--- src/rtl/duty_ramp.sv ---
// Duty-word slew stage feeding the 8-bit PWM comparator: accepts a target duty and
// walks the registered duty toward it by STEP once per PWM period.
module duty_ramp #(
  parameter int PERIOD = 256,
  parameter int STEP   = 4
) (
  input  logic       clk,
  input  logic       rst,
  input  logic       enable,
  input  logic [7:0] tgt,
  input  logic       tgt_valid,
  output logic       tgt_ready,
  output logic [7:0] duty,
  output logic       period_tick,
  output logic       at_target,
  output logic       ramping
);

  localparam int             CW       = (PERIOD > 1) ? $clog2(PERIOD) : 1;
  localparam logic [CW-1:0]  CNT_LAST = CW'(PERIOD - 1);
  localparam logic [8:0]     STEP9    = 9'(STEP);

  typedef enum logic [1:0] {IDLE, RAMP_UP, RAMP_DN} state_t;

  state_t        state_q, state_d;
  logic [CW-1:0] cnt_q, cnt_d;
  logic          tick_q, tick_d;
  logic [7:0]    duty_q, duty_d;
  logic [7:0]    target_q, target_d;
  logic [8:0]    sum_up;
  logic [8:0]    lim_dn;

  // Tick is registered so it is high exactly while cnt_q sits at the last count.
  always_comb begin
    cnt_d  = '0;
    tick_d = 1'b0;
    if (enable) begin
      cnt_d  = (cnt_q == CNT_LAST) ? '0 : cnt_q + CW'(1);
      tick_d = (cnt_d == CNT_LAST);
    end
  end

  assign sum_up = {1'b0, duty_q} + STEP9;
  assign lim_dn = {1'b0, target_q} + STEP9;

  always_comb begin
    state_d  = state_q;
    duty_d   = duty_q;
    target_d = target_q;
    if (!enable) begin
      state_d  = IDLE;
      duty_d   = 8'h00;
      target_d = 8'h00;
    end else begin
      case (state_q)
        IDLE: begin
          if (tgt_valid) begin
            target_d = tgt;
            if (tgt > duty_q)      state_d = RAMP_UP;
            else if (tgt < duty_q) state_d = RAMP_DN;
            else                   state_d = IDLE;
          end
        end
        RAMP_UP: begin
          if (tick_q) begin
            // Clamp on the last step so duty lands exactly on target and never wraps.
            if (sum_up >= {1'b0, target_q}) begin
              duty_d  = target_q;
              state_d = IDLE;
            end else begin
              duty_d = sum_up[7:0];
            end
          end
        end
        RAMP_DN: begin
          if (tick_q) begin
            if ({1'b0, duty_q} <= lim_dn) begin
              duty_d  = target_q;
              state_d = IDLE;
            end else begin
              duty_d = duty_q - STEP9[7:0];
            end
          end
        end
        default: state_d = IDLE;
      endcase
    end
  end

  always_ff @(posedge clk) begin
    if (rst) begin
      state_q  <= IDLE;
      cnt_q    <= '0;
      tick_q   <= 1'b0;
      duty_q   <= 8'h00;
      target_q <= 8'h00;
    end else begin
      state_q  <= state_d;
      cnt_q    <= cnt_d;
      tick_q   <= tick_d;
      duty_q   <= duty_d;
      target_q <= target_d;
    end
  end

  assign tgt_ready   = enable && (state_q == IDLE);
  assign duty        = duty_q;
  assign period_tick = tick_q;
  assign at_target   = (state_q == IDLE);
  assign ramping     = (state_q == RAMP_UP) || (state_q == RAMP_DN);

endmodule

--- config.mk ---
export PLATFORM = sky130hd
export DESIGN_NAME = duty_ramp
export DESIGN_NICKNAME = d
export VERILOG_FILES = /design/src/rtl/duty_ramp.sv
export SDC_FILE = /design/constraint.sdc
export NUM_CORES = 1
export LEC_CHECK = 0
export CAP_MARGIN = 20
export CORE_MARGIN = 1.5
export CORE_UTILIZATION = 51
export DETAILED_ROUTE_END_ITERATION = 6
export PLACE_DENSITY = 0.76
export RECOVER_POWER = 25
export SETUP_SLACK_MARGIN = 0.05
export SKIP_LAST_GASP = 1
export SYNTH_ARGS = -nofsm -noshare
export SYNTH_HDL_FRONTEND = slang
export SYNTH_SLANG_ARGS = --single-unit
--- constraint.sdc ---
create_clock -name clk -period 2.5 [get_ports clk]
set_clock_uncertainty 0.1 [all_clocks]
set_input_delay 0.375 -clock clk [delete_from_list [all_inputs] [get_ports clk]]
set_output_delay 0.375 -clock clk [all_outputs]
set_load 0.01 [all_outputs]
==> results.md, run 1 <==
- Setup violators final: 10
- Top delay family on crit path: buffers and inverters
- Element type at the critical path end: flip-flop
- Cell Area, Placed: between 2000 and 3000 um^2
- IO Pins: 24
- Syn. warnings: 0
- CTS tree: done
- Register area share after synthesis: 25.2%
- Slowest cell delay on critical path: 0.39 ns
- Crit Path Category: flip-flop to flip-flop
- Worst endpoint required time: around 2.6 ns
- Core area: around 4000 um^2
- Post-synth top cells: nand2_1, ha_1, dfxtp_1
- Syn_nets: between 300 and 400
- CP max-delay cell: dfxtp_4
- Slew Viols, Final: 0
- Non-Filler Instances: 370
- Crit start category: flip-flop
- Crit path buf inv count: 4
- Drt drc: 0
- Max-Cap Viols: 0
- GRT overflow: 0
- Die X: slightly below 70 um
- Failing checks: negative setup slack
- Initial core utilization: 53.3%
- Yosys top cell by area: dfxtp_1
- Routed len/inst: roughly 17 um
- Share of layout cells above drive strength 1: ~28%
- All-Layer GR Usage: between 20% and 30%
- Most common cell in the netlist: nand2_1
- Syn avg cell area: between 8 and 9 um^2
- Post-Syn Area: between 2000 and 2500 um^2
- Setup crit start: duty[2]
- Worst Path Max Fanout: 4
- Beginning of the worst register-to-register path: duty[2]
- RSZ-0062 raised after global routing: yes
- CP Data Arrival Time: ~2.8 ns
- Synth area leaders: dfxtp_1, ha_1, nand2_1, xnor2_1, mux2i_1
- Min setup slack post-route: -0.160 ns
- Unique masters post-synth: 53
- Post-route cell area: slightly below 3000 um^2
- Fillers: around 310
- Pin count of the biggest net entering global routing: 17
- Dpl hpwl: about 4400 um
- Final hold vios: 0
- Fin crit share: 106%
- Clock Path Buffers: 2
- CTS Sinks: 27
- Crit-path cells: buf_4, inv_1, ha_4, ha_1, nand2_1, nor2_4, a211oi_4, buf_4, nand2b_4, a222oi_1, buf_4, o32ai_1
- Finished Core Util: between 70% and 80%
- Die area: between 4000 and 5000 um^2
- Die height: 67.9 um
- CTS buffer count: 3
- CTS root buf: clkbuf_8
- Actual slew at the worst max-slew pin: ~0.55 ns
- PortBufs: 23
- Area growth syn-to-layout: 38.5%
- Antenna violations before repair: 0
- Final wirelength: ~6200 um
- Vias post-DR: 2120
- Setup_tns: -0.835 ns
- Minimum clock period: 2.66 ns
- Row Count: 23
- Async SR Flop Fraction: 0%
- Post-synth top area share: 25.2%
- N_diodes: 0
- Pwr per Cell Area: between 300 and 400 nW/um^2
- Pleak: ~1.2 nW
- Status: finished, violations left
- Slew margin rel.: between 60% and 70%
- Max Clock Freq: around 380 MHz
- Hold Startpoint: target_q[1]
- Post-DRT Antenna Nets: 0
- Yosys reg bits: 27
- Post-Syn Instances: 260
- Worst skew pair latency: approximately 0.28 ns
- DRT Pass-1 Iters: 4
- Clock transition at the registers of the reported paths: 0.10 ns
- Min-delay worst type: flip-flop to flip-flop
- Vias per cell: 5.73
- GPL Wtd Cong: 0.895
- Synth Flop Type: dfxtp_1
- Top cell by count, worst path: buf_4
- Number of global-route vias before repair: 1993
- First DRT Iteration DRCs: 77
- Clock H-tree levels: 1
- Pre-CTS setup slack: -0.125 ns
- Final-stage net count: between 300 and 400
- Post-synth EDFFs: 0
- Global-route wire length before repair: around 9200 um
- Placed insts: 360
- VDD IR-drop max: 0.319 mV
-- kinds of logic after synthesis --
| group | Yosys count | synth area share, % |
|---|---|---|
| and+or+nand+nor | 85 | 19.3 |
| AOI/OAI and AO/OA | 57 | 18.7 |
| buffers and inverters | 31 | 6.01 |
| adders and majority gates | 30 | 17.5 |
| DFF | 27 | 25.2 |
| xor gates and xnor gates | 17 | 6.94 |
| muxes | 13 | 6.41 |
-- layer usage --
metal / GRT usage, % / wire (um)
met1: 34.0 / 2660
met2: 47.2 / 3200
met3: 3.29 / 240
met4: 8.00 / 65
met5: 0 / 0
-- layout make-up --
cell class              instances  area [um^2]  share of cell area, %
clock buffers                   3         41.3                   1.39
multi-input cells             202         1680                   56.5
well taps                      50         62.6                   2.11
repair buffers                 63          531                   17.9
inverters                      24         90.1                   3.03
flip-flops and latches         27          563                   18.9
clock inverters                 1         6.26                  0.211
-- worst reg2reg max path, delay by kind of cell (launching register included) --
kind / cells / cell delay [ns]
adder cells (fa/ha/maj): 2 / 0.52
flip-flops: 1 / 0.39
buffers and inverters: 4 / 0.65
AO/OA/AOI/OAI: 3 / 0.63
AND/OR/NAND/NOR: 3 / 0.29
-- through the flow --
| stage | hold slack [ns] | power [mW] |
|---|---|---|
| 2_1_floorplan | 0.336 | 0.568 |
| 3_3_place_gp | 0.345 | 0.636 |
| 3_5_place_dp | 0.348 | 0.641 |
| 4_1_cts | 0.362 | 0.903 |
| 5_1_grt | 0.409 | 0.951 |
| 6_report | 0.359 | 0.915 |
-- flip-flops by register name (all words and copies together) (netlist names) --
register / flops
cnt_q: 8
target_q: 8
duty: 8
state_q: 2
period_tick: 1
-- worst paths after layout --
path / to / slack (ns) / cells after the start
hold reg to reg: target_q[1] / 0.36 / 2
hold / removal: target_q[1] / 0.36 / 2
setup / recovery: state_q[1] / -0.16 / 12
setup reg to reg: state_q[1] / -0.16 / 12
-- power by group --
group | switching (mW) | internal [mW] | leakage [nW] | total (mW)
clock network | 0.149 | 0.114 | 0.0260 | 0.263
logic | 0.108 | 0.104 | 0.942 | 0.211
registers | 0.00681 | 0.434 | 0.225 | 0.441
-- placed cells by master (no fill, tap or decap), types with 5 or more instances in the layout --
| master | netlist | routed |
|---|---|---|
| a21oi_1 | 19 | 15 |
| buf_4 | 1 | 38 |
| clkdlybuf4s50_1 | 0 | 22 |
| dfxtp_1 | 27 | 17 |
| dfxtp_2 | 0 | 6 |
| ha_1 | 30 | 26 |
| inv_1 | 21 | 19 |
| inv_2 | 3 | 5 |
| mux2i_1 | 10 | 10 |
| nand2_1 | 33 | 32 |
| nand3_1 | 9 | 6 |
| nor2_1 | 15 | 14 |
| o21ai_0 | 7 | 8 |
| xnor2_1 | 14 | 12 |
-- what timing repair did --
item                       in CTS  in global routing
setup endpoints to repair      10                 10
gates resized for setup        14                 12
pin swaps                      22                  7
hold buffers                    0                  0
setup buffers                   5                  1
(Power assumes the default switching activity.)
==> inputs of run 2 (changes only) <==
CORE_MARGIN = default   (was 1.5)
==> results.md, run 2 (synthesized netlist as in run 1, its figures left out) <==
- Actual slew at the worst max-slew pin: 0.585 ns (+0.0375 ns)
- Row Count: 23 (unchanged)
- CTS buffer count: 3 (unchanged)
- Die area: 4470 um^2 (-2.9%)
- Area occupied by multi-input gates: 1660 um^2 (-0.82%)
- Vias post-DR: 2075 (-2.1%)
- Pleak: 1.19 nW (about the same)
- Pin count of the biggest net entering global routing: 17 (unchanged)
- Placed insts: 360 (unchanged)
- Share of layout cells above drive strength 1: 28.7% (+0.31 points)
- Slowest cell delay on critical path: 0.40 ns (about the same)
- Total power: 0.912 mW (-0.41%)
- Worst endpoint required time: 2.62 ns (+0.03 ns)
- Drt drc: 0 (unchanged)
- Routed len/inst: 15.7 um (-6.0%)
- Initial core utilization: 53.3% (unchanged)
- CTS Sinks: 27 (unchanged)
- CP Data Arrival Time: 2.72 ns (-0.03 ns)
- Top cell by count, worst path: buf_4
- Non-Filler Instances: 370 (unchanged)
- Min setup slack post-route: -0.0985 ns (+0.0615 ns)
- Vias per cell: 5.61 (-2.1%)
- CTS root buf: clkbuf_8
- All-Layer GR Usage: 28.5% (+1.7 points)
- Worst Path Max Fanout: 5 (+1)
- GRT overflow: 0 (unchanged)
- Element type at the critical path end: flip-flop
- Worst skew pair latency: 0.29 ns (about the same)
- Fillers: 313 (+1.6%)
- Final hold vios: 0 (unchanged)
- Min-delay worst type: flip-flop to flip-flop
- Slew margin rel.: 60.9% (-2.2 points)
- DRT Pass-1 Iters: 4 (unchanged)
- Crit start category: flip-flop
- Max-Cap Viols: 0 (unchanged)
- Core area: 4030 um^2 (unchanged)
- IO Pins: 24 (unchanged)
- Area growth syn-to-layout: 37.8%
- GPL Wtd Cong: 0.902 (+0.73%)
- CTS tree: done
- PortBufs: 23 (unchanged)
- Final wirelength: 5800 um (-6.0%)
- Register area: 563 um^2 (unchanged)
- Clock transition at the registers of the reported paths: 0.10 ns (about the same)
- Slew Viols, Final: 0 (unchanged)
- Die height: 66.9 um (-1.5%)
- Dpl hpwl: 4330 um (-0.58%)
- Final-stage net count: 363 (unchanged)
- Clock H-tree levels: 1 (unchanged)
- CP max-delay cell: dfxtp_4
- Max Clock Freq: 385 MHz (+2.4%)
- N_diodes: 0 (unchanged)
- First DRT Iteration DRCs: 85 (+10%)
- Crit-path cells: ha_4, nand3_4, xnor2_2, ha_1, nand3_2, o22ai_2, a211oi_4, buf_4, nand2b_4, a222oi_1, buf_4, mux2i_1
- Pwr per Cell Area: 308 nW/um^2 (about the same)
- Minimum clock period: 2.60 ns (-0.0615 ns)
- Die X: 66.9 um (-1.5%)
- Most frequent cells in the layout: buf_4, nand2_1, ha_1, clkdlybuf4s50_1, inv_1
- Post-DRT Antenna Nets: 0 (unchanged)
- Failing checks: negative setup slack
- Most common cell after layout, fill and taps aside: buf_4
- RSZ-0062 raised after global routing: yes
- Clock Path Buffers: 2 (unchanged)
- Fin crit share: 104% (-2.5 points)
- VDD IR-drop max: 0.263 mV (-18%)
- Hold buffers post-CTS: 0 (unchanged)
- Global-route wire length before repair: 9450 um (+2.3%)
- Status: finished, violations left
- Number of global-route vias before repair: 1958 (-1.8%)
- Antenna violations before repair: 0 (unchanged)
- Crit Path Category: flip-flop to flip-flop
- Setup violators final: 8 (-2)
## run 2: critical path, delay by kind of cell (launching register included)
family                     cells  cell delay (ns)
AOI/OAI and AO/OA              3             0.58
adders and majority gates      2             0.49
DFF                            1             0.40
buffers and inverters          2             0.33
and+or+nand+nor                3             0.31
muxes                          1             0.17
xor gates and xnor gates       1             0.15
## run 2: final timing paths
check / start / to / cells after the start / slack (ns)
worst max-delay path: duty[2] / state_q[0] / 12 / -0.1
worst min-delay path: target_q[1] / target_q[1] / 2 / 0.37
worst min register to register: target_q[1] / target_q[1] / 2 / 0.37
worst max register to register: duty[2] / state_q[0] / 12 / -0.1
## run 2: metrics by stage
step / area, um^2 / TNS [ns] / utilization (%) / hold WS (ns) / setup slack (ns)
floorplan: 2230 / 0 / - / 0.336 / 0.0177
global placement: 2730 / -0.182 / 67.8 / 0.343 / -0.0458
detailed placement: 2730 / -0.576 / 67.8 / 0.348 / -0.170
CTS: 2950 / -0.109 / 73.2 / 0.362 / -0.0427
global route: 2960 / -1.55 / 73.4 / 0.411 / -0.243
finish: 2960 / -0.337 / 73.4 / 0.366 / -0.0985
## run 2: per-layer routing
metal	track usage, %	vias to the layer above	part of all wire, %
met5	0	-	0
met1	38.4	954	47
met2	47.3	73	47
met4	7.45	0	1.4
li1	-	1038	-
met3	3.42	10	4.6
## run 2: cell type report
class                   count  share of cell area, %
multi-input cells         202                   56.3
flip-flops and latches     27                   19.0
clock buffers               3                   1.40
inverters                  24                   3.05
repair buffers             63                   17.9
clock inverters             1                  0.212
well taps                  50                   2.12
## run 2: what timing repair did
| item | 4_1_cts | 5_1_grt |
|---|---|---|
| gates resized for setup | 25 | 1 |
| buffers inserted | 5 | 1 |
| pin swaps | 18 | 4 |
| setup endpoints to repair | 10 | 10 |
## run 2: power by group
group	internal, mW	switching [mW]
combinational	0.0991	0.0999
clock	0.115	0.157
sequential	0.434	0.00678
